## src/rtl/axi_sb_pkg.sv

```systemverilog
// axi_sb_pkg: shared types and field positions for the AXI sideband attribute controller
package axi_sb_pkg;
  typedef enum logic [2:0] {
    OP_NOP, OP_WR_AW, OP_WR_AR, OP_RD_AW, OP_RD_AR, OP_DEFAULTS, OP_ILL6, OP_ILL7
  } op_e;
  typedef enum logic [1:0] {RES_OK, RES_BAD_OP, RES_TIMEOUT} res_e;
  typedef enum logic [2:0] {
    S_SYNC, S_IDLE, S_CHECK, S_BLOCK, S_DRAIN, S_APPLY, S_RESPOND
  } state_e;
  typedef struct packed {
    logic [4:0] user;
    logic [2:0] prot;
    logic [3:0] cache;
  } attr_t;
  localparam int CMD_REQ = 31;
  localparam int CMD_OP_LO = 28;
  localparam int ST_ACK = 31;
  localparam int ST_OP_LO = 28;
  localparam int ST_RES_LO = 26;
  localparam int ST_BUSY = 25;
  localparam int ST_ERR = 24;
  localparam int ST_STATE_LO = 12;
  localparam int DEF_MAX_OUT = 15;
  localparam int CNT_W = $clog2(DEF_MAX_OUT + 1);
endpackage

```

## src/rtl/axi_outstanding_cnt.sv

```systemverilog
// axi_outstanding_cnt: saturating outstanding-transaction counter with sticky over/underflow flag
module axi_outstanding_cnt
  import axi_sb_pkg::*;
#(
  parameter int MAX_OUT = DEF_MAX_OUT,
  parameter int W = CNT_W
) (
  input  logic         clk_i,
  input  logic         rst_i,
  input  logic         inc_i,
  input  logic         dec_i,
  output logic [W-1:0] count_o,
  output logic         err_o
);
  logic [W-1:0] count_q, count_d;
  logic err_q, err_d, up, dn, ovf, unf;
  always_comb begin
    up = inc_i && !dec_i;
    dn = dec_i && !inc_i;
    ovf = up && count_q == W'(MAX_OUT);
    unf = dn && count_q == '0;
    count_d = (up && !ovf) ? count_q + 1'b1 : (dn && !unf) ? count_q - 1'b1 : count_q;
    err_d = err_q | ovf | unf;
  end
  always_ff @(posedge clk_i) begin
    if (rst_i) begin
      count_q <= '0;
      err_q <= 1'b0;
    end else begin
      count_q <= count_d;
      err_q <= err_d;
    end
  end
  assign count_o = count_q;
  assign err_o = err_q;
endmodule

```

## src/rtl/axi_sideband_ctrl.sv

```systemverilog
// axi_sideband_ctrl: PIO-driven runtime control of AxCACHE/AxPROT/AxUSER,
// changing a channel's attributes only after blocking and draining it.
module axi_sideband_ctrl
  import axi_sb_pkg::*;
#(
  parameter int         MAX_OUT       = 15,
  parameter int         DRAIN_TIMEOUT = 1024,
  parameter logic [3:0] DEF_CACHE     = 4'b1111,
  parameter logic [2:0] DEF_PROT      = 3'b000,
  parameter logic [4:0] DEF_USER      = 5'b00001
) (
  input  logic        clk_clk,
  input  logic        reset_reset,
  input  logic [31:0] cmd_word,
  output logic [31:0] status_word,
  output logic [3:0]  axi_signals_awcache,
  output logic [2:0]  axi_signals_awprot,
  output logic [4:0]  axi_signals_awuser,
  output logic [3:0]  axi_signals_arcache,
  output logic [2:0]  axi_signals_arprot,
  output logic [4:0]  axi_signals_aruser,
  output logic        aw_block,
  output logic        ar_block,
  input  logic        awvalid,
  input  logic        awready,
  input  logic        bvalid,
  input  logic        bready,
  input  logic        arvalid,
  input  logic        arready,
  input  logic        rvalid,
  input  logic        rready,
  input  logic        rlast
);
  localparam int CW = $clog2(MAX_OUT + 1);
  localparam int TW = $clog2(DRAIN_TIMEOUT + 1);
  localparam attr_t DEF_ATTR = '{user: DEF_USER, prot: DEF_PROT, cache: DEF_CACHE};
  state_e state_q;
  op_e op_q, st_op_q;
  res_e res_q, st_res_q;
  attr_t pay_q, rd_q, st_pay_q, aw_q, ar_q;
  logic ack_q, busy_q, werr, rerr, drained, unused;
  logic [TW-1:0] tmr_q;
  logic [CW-1:0] wcnt, rcnt;
  axi_outstanding_cnt #(.MAX_OUT(MAX_OUT), .W(CW)) u_wcnt (
    .clk_i(clk_clk), .rst_i(reset_reset), .inc_i(awvalid && awready),
    .dec_i(bvalid && bready), .count_o(wcnt), .err_o(werr)
  );
  axi_outstanding_cnt #(.MAX_OUT(MAX_OUT), .W(CW)) u_rcnt (
    .clk_i(clk_clk), .rst_i(reset_reset), .inc_i(arvalid && arready),
    .dec_i(rvalid && rready && rlast), .count_o(rcnt), .err_o(rerr)
  );
  assign drained = (!aw_block || (wcnt == '0 && !awvalid)) && (!ar_block || (rcnt == '0 && !arvalid));
  assign unused = ^cmd_word[27:12];
  always_ff @(posedge clk_clk) begin
    if (reset_reset) begin
      state_q <= S_SYNC;
      op_q <= OP_NOP;
      res_q <= RES_OK;
      pay_q <= '0;
      rd_q <= '0;
      ack_q <= 1'b0;
      busy_q <= 1'b0;
      tmr_q <= '0;
      aw_q <= DEF_ATTR;
      ar_q <= DEF_ATTR;
      aw_block <= 1'b0;
      ar_block <= 1'b0;
      st_op_q <= OP_NOP;
      st_res_q <= RES_OK;
      st_pay_q <= '0;
    end else begin
      case (state_q)
        // adopt whatever toggle is pending at reset so it is never executed
        S_SYNC: begin
          ack_q <= cmd_word[CMD_REQ];
          state_q <= S_IDLE;
        end
        S_IDLE: if (cmd_word[CMD_REQ] != ack_q) begin
          op_q <= op_e'(cmd_word[CMD_OP_LO +: 3]);
          pay_q <= attr_t'(cmd_word[11:0]);
          busy_q <= 1'b1;
          state_q <= S_CHECK;
        end
        S_CHECK: begin
          aw_block <= op_q inside {OP_WR_AW, OP_DEFAULTS};
          ar_block <= op_q inside {OP_WR_AR, OP_DEFAULTS};
          rd_q <= op_q == OP_RD_AW ? aw_q : op_q == OP_RD_AR ? ar_q : '0;
          res_q <= op_q inside {OP_ILL6, OP_ILL7} ? RES_BAD_OP : RES_OK;
          state_q <= op_q inside {OP_WR_AW, OP_WR_AR, OP_DEFAULTS} ? S_BLOCK : S_RESPOND;
        end
        S_BLOCK: begin
          tmr_q <= '0;
          state_q <= S_DRAIN;
        end
        S_DRAIN: begin
          if (drained) begin
            state_q <= S_APPLY;
          end else if (tmr_q == TW'(DRAIN_TIMEOUT)) begin
            res_q <= RES_TIMEOUT;
            state_q <= S_RESPOND;
          end else begin
            tmr_q <= tmr_q + 1'b1;
          end
        end
        S_APPLY: begin
          aw_q <= op_q == OP_DEFAULTS ? DEF_ATTR : op_q == OP_WR_AW ? pay_q : aw_q;
          ar_q <= op_q == OP_DEFAULTS ? DEF_ATTR : op_q == OP_WR_AR ? pay_q : ar_q;
          state_q <= S_RESPOND;
        end
        S_RESPOND: begin
          st_op_q <= op_q;
          st_res_q <= res_q;
          st_pay_q <= rd_q;
          ack_q <= ~ack_q;
          busy_q <= 1'b0;
          aw_block <= 1'b0;
          ar_block <= 1'b0;
          state_q <= S_IDLE;
        end
        default: state_q <= S_SYNC;
      endcase
    end
  end
  always_comb begin
    status_word = '0;
    status_word[ST_ACK] = ack_q;
    status_word[ST_OP_LO +: 3] = st_op_q;
    status_word[ST_RES_LO +: 2] = st_res_q;
    status_word[ST_BUSY] = busy_q;
    status_word[ST_ERR] = werr | rerr;
    status_word[ST_STATE_LO +: 4] = {1'b0, state_q};
    status_word[11:0] = st_pay_q;
  end
  assign {axi_signals_awuser, axi_signals_awprot, axi_signals_awcache} = aw_q;
  assign {axi_signals_aruser, axi_signals_arprot, axi_signals_arcache} = ar_q;
endmodule

```

## config.mk

```make
export PLATFORM = sky130hd
export DESIGN_NAME = axi_sideband_ctrl
export DESIGN_NICKNAME = d
export VERILOG_FILES = /design/src/rtl/axi_sb_pkg.sv /design/src/rtl/axi_outstanding_cnt.sv /design/src/rtl/axi_sideband_ctrl.sv
export SDC_FILE = /design/constraint.sdc
export NUM_CORES = 1
export LEC_CHECK = 0
export CAP_MARGIN = 20
export CORE_UTILIZATION = 50
export DETAILED_ROUTE_END_ITERATION = 8
export PLACE_DENSITY_LB_ADDON = 0.3
export SLEW_MARGIN = 20
export SYNTH_ARGS = -nofsm -noshare
export SYNTH_HDL_FRONTEND = slang
export SYNTH_SLANG_ARGS = --single-unit
```

## constraint.sdc

```tcl
create_clock -name clk_clk -period 2.8 [get_ports clk_clk]
set_clock_uncertainty 0.1 [all_clocks]
set_input_delay 0.56 -clock clk_clk [delete_from_list [all_inputs] [get_ports clk_clk]]
set_output_delay 0.56 -clock clk_clk [all_outputs]
set_load 0.005 [all_outputs]
```

Yosys cells after proc, flatten, opt, wreduce, memory -nomap -nowiden. Index checks and enable logic that the tools add are counted. W data, S select, Z words.

Add/subtract/negate cells: 5. Eq/ne operators: 22. Multiplexer cells: 27. Bitwise operators: 6. Reduce and logical (&&, ||, !) cells: 56.

Operators with widths (count): $mux W12 (6); $mux W11 (2); $pmux W11 S2 (1); $eq A3 B3 Y1 const B (7); $logic_and A1 B1 Y1 (20); $reduce_bool A2 Y1 (10); $pmux W3 S6 (1); $mux W4 (4); $eq A3 B2 Y1 const B (4); $logic_not A1 Y1 (12); $mux W3 (4); $add A11 B1 Y11 const B (1); $eq A11 B11 Y1 const B (1); $reduce_and A2 Y1 (5); $add A4 B1 Y4 const B (2); $eq A4 B4 Y1 const B (2); $logic_not A4 Y1 (2); $ne A2 B2 Y1 const B (4); $pmux W1 S2 (4); $sub A4 B1 Y4 const B (2); $eq A3 B1 Y1 const B (2); $reduce_and A3 Y1 (2); $or A1 B1 Y1 (5); $mux W2 (2); other kinds (9) (11).

Register bits after elaboration: 98. Bits of input ports: 43. Output and inout port bits: 58. Word-level logic and storage cells: 145.

Longest topological paths before layout. Gate-level depths: netlist (run 1).

Depth after elaboration: 8. Gate-level depth with buffers: 8. Depth with buffers taken out: 8.

Modules after synthesis. A second synthesis (run 1) with hierarchy kept.

Cells, all modules: 510. Area, all modules: 4433.0 um^2.

By module, submodules not included: axi_sideband_ctrl (instances 1, cells an instance 442, area each 3784.9 um^2, seq. area each 1761.7 um^2); axi_outstanding_cnt (instances 2, cells an instance 34, area each 324.1 um^2, seq. area each 100.1 um^2).

Worst setup path before layout (run 1). Ideal clock, no wire load.

Kind: in2reg. Start: input port rvalid. End: register u_rcnt.count_q[3] (netlist: u_rcnt.count_o[3]). Setup time: 128 ps. Data arrival time: 1904 ps. Data required time: 2572 ps. Setup slack: 668 ps. Stages on the path: 8. Path buffers: 0. Cells stage by stage: nand3_1 > nand4_1 > ha_1 > a21o_1 > a21oi_1 > mux2i_1 > xnor2_1 > nor2_1.

Cells in the longest elaborated chain, start to end: 8. Elaborated cells between the ends (all ways): 13. Those cells by class: mux (1); reduce/logical (12).

Ends and longest elaborated chain: start, declared (line axi_sideband_ctrl.sv:30) `input logic rvalid,`; $logic_and A1 B1 Y1 (*) (2 in series) (line axi_sideband_ctrl.sv:50) `.dec_i(rvalid && rready && rlast), .count_o(rcnt), .err_o(rerr)`; $logic_not A1 Y1 (line axi_outstanding_cnt.sv:18) `up = inc_i && !dec_i;`; $logic_and A1 B1 Y1 (line axi_outstanding_cnt.sv:18); $logic_and A1 B1 Y1 (line axi_outstanding_cnt.sv:20) `ovf = up && count_q == W'(MAX_OUT);`; $logic_not A1 Y1 (line axi_outstanding_cnt.sv:22) `count_d = (up && !ovf) ? count_q + 1'b1 : (dn && !unf) ? count_q - 1'b1 : count_q;`; $logic_and A1 B1 Y1 (line axi_outstanding_cnt.sv:22); $mux W4 or $reduce_bool A2 Y1 (tied branches); end signal, assigned (line axi_outstanding_cnt.sv:30) `count_q <= count_d;`; end, declared (line axi_outstanding_cnt.sv:15) `logic [W-1:0] count_q, count_d;`.

Every way passes the cells marked *; elsewhere a longest branch is shown, timed or not. A chain may end at the register's enable or synchronous reset.

Final worst setup path (run 1).
Start: register state_q[0]. End: output port status_word[12].

RTL lines: start, declared (line axi_sideband_ctrl.sv:37) `state_e state_q;`; start signal, assigned (line axi_sideband_ctrl.sv:89) `state_q <= op_q inside {OP_WR_AW, OP_WR_AR, OP_DEFAULTS} ? S_BLOCK : S_RESPOND;`; end, declared (line axi_sideband_ctrl.sv:15) `output logic [31:0] status_word,`.

No word-level cell between the ends.

==> results.yml, run 1 <==
synthesis:
  synth_top_cell_area_share_pct: 45.6
  yosysSeqAreaShare_pct: 45.6
  yosys_warnings: 0
  syn_inst: 495
  synth-edff-count: 0
  yosys-top-cells-area: "dfxtp_1, nand2_1, a21oi_1"
  synthDistinctLibCells: 57
  yosys.area.top_type: "dfxtp_1"
  synth_area_mm2: 0.00431
  ys.flop_type: "dfxtp_1"
  ys_seq_elements: 98
  synthArstFlopShare_pct: 0
  syn_area_per_cell_um2: 8.70
cells_and_area:
  syn_to_final_growth_pct: 22.7
  layout_common_cells: "dfxtp_1, nand2_1, clkdlybuf4s50_1"
  drive_above_1_share_pct: 7.98
  fillers: 713
  nets: 610
  final_common_cell: "dfxtp_1"
  diodes: 0
die:
  num_rows: 33
  pin_count: 101
  die-area_mm2: 0.00899
  initial_utilization_pct: 52.2
  die_h_um: 94.8
  placeableCoreArea_mm2: 0.00826
  die_x_um: 94.8
min_path:
  min-delay-start: "status_word[6]"
  hp-class: "reg2reg"
setup_path:
  crit_slowest_cell: "dfxtp_1"
  critPathBufInv: 1
  crit_type: "reg2out"
  arrival_ns: 1.67
  path_max_fanout: 17
  crit_start: "state_q[0]"
  cp_top_family: "flip-flops"
  cp-end-kind: "primary output"
  rr_startpoint: "state_q[1]"
  worstPathCellList: "clkdlybuf4s50_1"
  crit_required_ns: 2.14
  critPathMaxStageDelay_ns: 0.69
  critPathLaunchType: "flop"
clock_tree:
  clock-sinks: 98
  cts_buffers: 9
  cts.repair.resized: 0
  clock_path_buffers: 2
  htreeDepth: 3
  clkTransAtPathRegs_ns: 0.09
  cts-root-buf: "clkbuf_8"
  post-cts-setup-buffers: 0
  ctsHoldBuffers: 0
  clock_latency_ns: 0.36
  cts_tree: "yes"
sta:
  setup_tns_ns: 0
  drv_slew: 0
  hold_viol: 0
  tightest_slew_ns: 0.983
  finalSetupViolCount: 0
  finalCritPeriodShare_pct: 83.2
  grt_setup_unrepaired: "false"
  fmax_mhz: 429
  period_needed_ns: 2.33
  slew_headroom_pct: 34.4
place:
  portBuffers: 75
  place_hpwl_um: 6820
  gp_congestion: 0.836
detailed_routing:
  ant_nets: 0
  remaining_drc_errors: 0
  drt_pass1_iterations: 4
  vias_per_cell: 5.50
  wl_um: 9510
  drtIter0Drc: 132
  avgRoutedWirePerCell_um: 14.2
  vias: 3681
power_and_ir_drop:
  pwr-share-clk_pct: 26.3
  power.share.sequential_pct: 49.2
  p_int_mw: 2.39
  p_comb_share_pct: 24.5
  power_switching_share_pct: 32.2
  leakage_nw: 1.97
  power.density_mw_per_mm2: 666
  power_switching_mw: 1.13
  ir_worst_vdd_mv: 0.375
  fin_total_pwr_mw: 3.52
job:
  max_cap_violations: 0
global_route:
  grt_pass1_vias: 3207
  grt_pass1_wl_um: 15300
  grt_max_degree: 65
  grtUsageTotal_pct: 21.9
  antenna_found_initial: 0
  globalRouteOverflowTotal: 0
outcome:
  status: "completed"
-- state kept, by name (all words and copies together) (netlist names), 2 cells and up --
name	cells
st_res_q	2
pay_q	12
axi_signals_aruser	5
op_q	3
axi_signals_awprot	3
res_q	2
u_wcnt.count_o	4
axi_signals_arprot	3
axi_signals_awuser	5
u_rcnt.count_o	4
tmr_q	11
axi_signals_awcache	4
state_q	3
axi_signals_arcache	4
st_op_q	3
rd_q	12
status_word	12
-- final timing paths --
| path | slack (ns) | depth (start not counted) | to |
|---|---|---|---|
| worst max-delay path | 0.47 | 1 | status_word[12] |
| worst min-delay path | 0.36 | 2 | status_word[6] |
| worst max register to register | 0.52 | 4 | rd_q[8] |
| worst min register to register | 0.36 | 2 | status_word[6] |
-- area by class of cell --
class | instances | area, um^2 | share of cell area (%)
repair buffers | 84 | 813 | 15.4
clock inverters | 6 | 72.6 | 1.37
flip-flops and latches | 98 | 1960 | 37.1
multi-input cells | 359 | 2150 | 40.7
inverters | 7 | 26.3 | 0.497
clock buffers | 10 | 128 | 2.41
well taps | 105 | 131 | 2.49
-- through the flow --
| stage | worst slack (ns) | cell area, um^2 | hold slack [ns] | utilization (%) | std cells |
|---|---|---|---|---|---|
| finish | 0.472 | 5290 | 0.359 | 64.0 | 669 |
| global route | 0.295 | 5290 | 0.380 | 64.0 | 669 |
| CTS | 0.472 | 5280 | 0.364 | 64.0 | 669 |
| detailed placement | 0.218 | 5080 | 0.347 | 61.6 | 653 |
| global placement | 0.248 | 5080 | 0.341 | 61.6 | 653 |
| floorplan | 0.668 | 4340 | 0.332 | - | 503 |
-- logic make-up after synthesis --
family	after synthesis	share of synthesized area (%)
and+or+nand+nor	199	21.4
adders and majority gates	8	2.67
muxes	18	4.21
DFF	98	45.6
AOI/OAI and AO/OA	113	18.4
xor gates and xnor gates	12	2.44
other	1	0.0871
buffers and inverters	46	5.20
-- per-layer routing --
layer  vias up  track usage, %  part of all wire [%]
met1      1708            30.1                    47
met2        95            33.9                    46
met3        19            3.78                   3.9
li1       1859               -                     -
met5         -               0                     0
met4         0            9.34                   2.2
-- synth_stat cells, types with 2 or more instances --
library cell  number
nand2b_1           4
dfxtp_1           98
or4_4              2
o21ai_0            2
o21ai_4            2
a211oi_1          18
clkbuf_1          18
and2_1             2
mux2i_1           17
a31o_2             2
fa_1               2
nand2_1           76
a22oi_1           13
nand3_1           29
a21o_1             2
a2111oi_1          2
or2_2              2
buf_4             11
or4_1              3
nor3_1             2
nor2_1            55
a21oi_1           46
ha_1               6
o31ai_1            3
and3_1             3
buf_1              2
inv_1              7
nor2b_1            3
xnor2_1           11
o211ai_1          11
buf_2              8
nand4_1            8
-- power groups by stage --
stage,Sequential [mW],Combinational [mW],Clock [mW]
CTS,1.73,0.862,0.941
floorplan,1.68,0.701,0
global route,1.76,0.957,1.00
global placement,1.75,0.831,0
detailed placement,1.76,0.860,0
finish,1.73,0.862,0.925
Power figures use the tool's default switching activity.
==> run 2: changes to the inputs <==
- CORE_UTILIZATION: 50 -> 45
- clock period: 2.8 -> 1.86 ns (I/O delays scaled with it)
==> results.yml, run 2 (same netlist as run 1, synthesis figures left out) <==
outcome:
  status: "complete, but fails checks"
  violations: "setup timing"
global_route:
  grtUsageTotal_pct: 22.5
  antenna_found_initial: 0
  globalRouteOverflowTotal: 0
  grt_pass1_vias: 3785
  grt_pass1_wl_um: 17700
  grt_max_degree: 43
power_and_ir_drop:
  ir_worst_vdd_mv: 0.502
  power.density_mw_per_mm2: 946
  pwr-share-clk_pct: 23.1
  p_comb_share_pct: 32.0
  power_switching_share_pct: 33.3
  p_int_mw: 3.77
  leakage_nw: 2.34
  power_switching_mw: 1.88
  power.share.sequential_pct: 44.8
detailed_routing:
  vias: 3975
  avgRoutedWirePerCell_um: 14.4
  ant_nets: 0
  drtIter0Drc: 153
  drt_pass1_iterations: 5
  remaining_drc_errors: 0
  wl_um: 10900
  vias_per_cell: 5.25
die:
  die_x_um: 99.8
  pin_count: 101
  die_h_um: 99.8
  num_rows: 35
  die-area_mm2: 0.00997
  placeableCoreArea_mm2: 0.00924
  initial_utilization_pct: 46.6
setup_path:
  crit_type: "reg2reg"
  critPathLaunchType: "flop"
  critPathBufInv: 1
  cp_top_family: "flip-flops"
  cp-end-kind: "flop"
  path_max_fanout: 2
  crit_slowest_cell: "dfxtp_2"
  worstPathCellList: "buf_6 -> nand4_1 -> nand4_1 -> ha_1 -> a21o_1 -> a21oi_2 -> mux2i_1 -> xnor2_1 -> nor2_1"
  arrival_ns: 2.08
  cp_common_cell: "nand4_1"
  crit_required_ns: 2.01
  critPathMaxStageDelay_ns: 0.33
clock_tree:
  clock_latency_ns: 0.37
  clock-sinks: 98
  clock_path_buffers: 2
  cts_buffers: 9
  clkTransAtPathRegs_ns: 0.10
  cts-root-buf: "clkbuf_8"
  cts_tree: "yes"
  htreeDepth: 3
cells_and_area:
  final_common_cell: "dfxtp_1"
  stdcell_area_mm2: 0.00597
  diodes: 0
  multi_input_area_mm2: 0.00226
  drive_above_1_share_pct: 20.9
  syn_to_final_growth_pct: 38.6
  final_cells: 757
  layout_common_cells: "dfxtp_1, nand2_1, clkdlybuf4s50_1"
  fillers: 777
  final-seq-area_mm2: 0.00197
  nets: 674
sta:
  finalCritPeriodShare_pct: 104
  period_needed_ns: 1.93
  grt_setup_unrepaired: "true"
  fmax_mhz: 517
  drv_slew: 0
  setup_ws_ns: -0.0727
  hold_viol: 0
  finalSetupViolCount: 15
place:
  placed_area_mm2: 0.00552
  portBuffers: 75
  gp_congestion: 0.813
  placed_cells: 723
  place_hpwl_um: 7710
job:
  max_cap_violations: 0
min_path:
  hp-class: "in2reg"
## run 2: changes by cell type in the layout (fill, tap and decap cells not counted), sizes merged
cell           delta
buf              +64
dlygate4sd2       +8
clkinv            +2
clkdlybuf4s50     -8
bufinv            -1
clkbuf            -1
## run 2: area by class of cell
type | instances | area share [%]
clock buffer | 9 | 2.08
timing repair buffer | 148 | 22.9
clock inverter | 7 | 1.03
sequential | 98 | 33.0
multi-input combinational | 359 | 37.9
tap | 129 | 2.70
inverter | 7 | 0.440
## run 2: power by group through the flow
stage                     clock [mW]  sequential, mW  combinational [mW]
after floorplan                    0            2.53                1.06
after global placement             0            2.55                1.61
after detailed placement           0            2.56                1.66
after CTS                       1.33            2.52                1.73
after global routing            1.43            2.56                1.97
final                           1.30            2.53                1.81
## run 2: metrics by stage
stage	utilization [%]	total power [mW]	hold slack, ns	setup TNS, ns	setup WS, ns
finish	64.6	5.64	0.301	-0.557	-0.0727
global route	64.6	5.96	0.308	-1.74	-0.165
CTS	63.0	5.58	0.295	-0.615	-0.0943
detailed placement	59.7	4.22	0.350	-4.91	-0.608
global placement	59.7	4.16	0.344	-3.62	-0.490
floorplan	-	3.59	0.332	-0.0279	-0.0240
## run 2: timing repair
action | CTS | global route
cloned | 0 | 0
resized for setup | 19 | 14
hold buffers | 0 | 0
setup buffers | 11 | 7
endpoints found under the setup margin | 21 | 49
pin swaps | 10 | 16
## run 2: path summary, 6_finish.rpt
check / startpoint / endpoint / slack (ns) / depth (start not counted)
worst max register to register: u_wcnt.count_o[0] / u_wcnt.count_o[3] / -0.07 / 9
worst max-delay path: u_wcnt.count_o[0] / u_wcnt.count_o[3] / -0.07 / 9
worst min-delay path: reset_reset / tmr_q[4] / 0.30 / 4
worst min register to register: rd_q[4] / status_word[4] / 0.35 / 2
## run 2: routing by layer
metal	routed length (um)	track usage (%)	vias to the layer above
met1	4870	28.9	1856
met4	249	9.95	0
met3	451	5.43	22
li1	-	-	1992
met5	0	0	-
met2	5340	35.9	105
## run 2: worst register-to-register path, stage by stage, from the launching register on
cell and delay (ns):
dfxtp_2 0.33, buf_6 0.11, nand4_1 0.08, nand4_1 0.14, ha_1 0.31, a21o_1 0.17, a21oi_2 0.14, mux2i_1 0.25
xnor2_1 0.14, nor2_1 0.05
==> variant: new RTL, flow settings as in run 2 <==
`DRAIN_TIMEOUT`: 1024 -> 2048.
--- a/src/rtl/axi_sideband_ctrl.sv
+++ b/src/rtl/axi_sideband_ctrl.sv
@@ -4,7 +4,7 @@
   import axi_sb_pkg::*;
 #(
   parameter int         MAX_OUT       = 15,
-  parameter int         DRAIN_TIMEOUT = 1024,
+  parameter int         DRAIN_TIMEOUT = 2048,
   parameter logic [3:0] DEF_CACHE     = 4'b1111,
   parameter logic [2:0] DEF_PROT      = 3'b000,
   parameter logic [4:0] DEF_USER      = 5'b00001
Formal check against the unedited RTL: no difference found for any inputs over 10 cycles, from zero or initial values and one cycle with reset_reset high; that may be too few to reach the edited logic, so the function may still have changed.
==> variant against run 2 <==
The flow still finishes with violations (negative setup slack); synthesized cell count increased by 2.2%; worst setup slack got worse by 0.11 ns; global-route usage about the same; maximum frequency decreased by 5.6%; non-clock buffer count decreased by 13; cell area about the same; wire length increased by 1.8%; sequential cell count increased by 1; area after synthesis increased by 0.87%; core utilization decreased by 0.33 points; count of clock-buffer cells in the layout increased by 1; power decreased by 0.92%; critical path type unchanged; critical endpoint is now tmr_q[11].
==> variant: results (changes against run 2) <==
| Metric | Value |
|---|---|
| Outcome | finished, violations left |
| Violations in the final reports | negative setup slack |
| Setup slack of the critical path after layout | -0.186 ns (-0.114 ns) |
| Starting DRC count in detailed routing | 181 (+18%) |
| Area of all placed cells without fillers | 5970 um2 (about the same) |
| TNS Setup | -2.40 ns (-1.85 ns) |
| Kind of cell adding the most delay to the critical path | simple AND/OR/NAND/NOR gates |
| Global routing usage on met2 | 34.7% (-1.2 points) |
| Post-CTS Repair Setup Buffers | 7 (-4) |
| Pin count of the biggest net entering global routing | 62 (+44%) |
| Multi-input combinational cell count | 366 (+1.9%) |
| Master of the slowest instance on the critical path | sky130_fd_sc_hd__or4_4 |
| Maximum fanout along the worst path | 4 (+2) |
| Leak pwr | 2.21 nW (-5.9%) |
| Largest stage delay, worst path | 0.54 ns (+0.21 ns) |
| Commonest cells post-synth | sky130_fd_sc_hd__dfxtp_1, sky130_fd_sc_hd__nor2_1, sky130_fd_sc_hd__nand2_1 |
| Final Routed Wirelength | 11.1 mm (+1.8%) |
| Met3 routed WL | 542 um (+20%) |
| Worst-case hold slack | 0.274 ns (-0.0266 ns) |
| Count of vias placed by the detailed router | 4034 (+1.5%) |
| Number of synthesized register bits | 99 (+1.0%) |
| Beginning of the critical path | u_rcnt.count_o[1] |
| Share of cells above drive strength 1 | 21.5% (+0.65 points) |
| Number of setup violations in the final report | 17 (+2) |
| Hold Crit Endpoint | u_wcnt.count_o[0] |
| # nets final | 669 (-0.74%) |
-- variant: cell count changes in the layout (fill, tap and decap cells not counted), moves of 4 or more --
cell	delta
sky130_fd_sc_hd__clkdlybuf4s50_1	+4
sky130_fd_sc_hd__buf_4	-12
sky130_fd_sc_hd__o21ai_1	+6
sky130_fd_sc_hd__xnor2_1	-4
sky130_fd_sc_hd__dlygate4sd2_1	-4
sky130_fd_sc_hd__nand3_1	-8
sky130_fd_sc_hd__nor2_1	+7
sky130_fd_sc_hd__a211o_1	+10
sky130_fd_sc_hd__a21oi_1	+4
sky130_fd_sc_hd__o211ai_1	-11
sky130_fd_sc_hd__nand2_1	-14
-- variant: kinds of logic after synthesis --
group	after synthesis	share of synthesized area [%]
simple gates	198	21.5
compound gates	123	18.5
flops	99	45.6
buf+inv	49	5.44
mux	18	4.18
xor+xnor	10	2.02
fa+ha+maj	8	2.65
other cells	1	0.0863
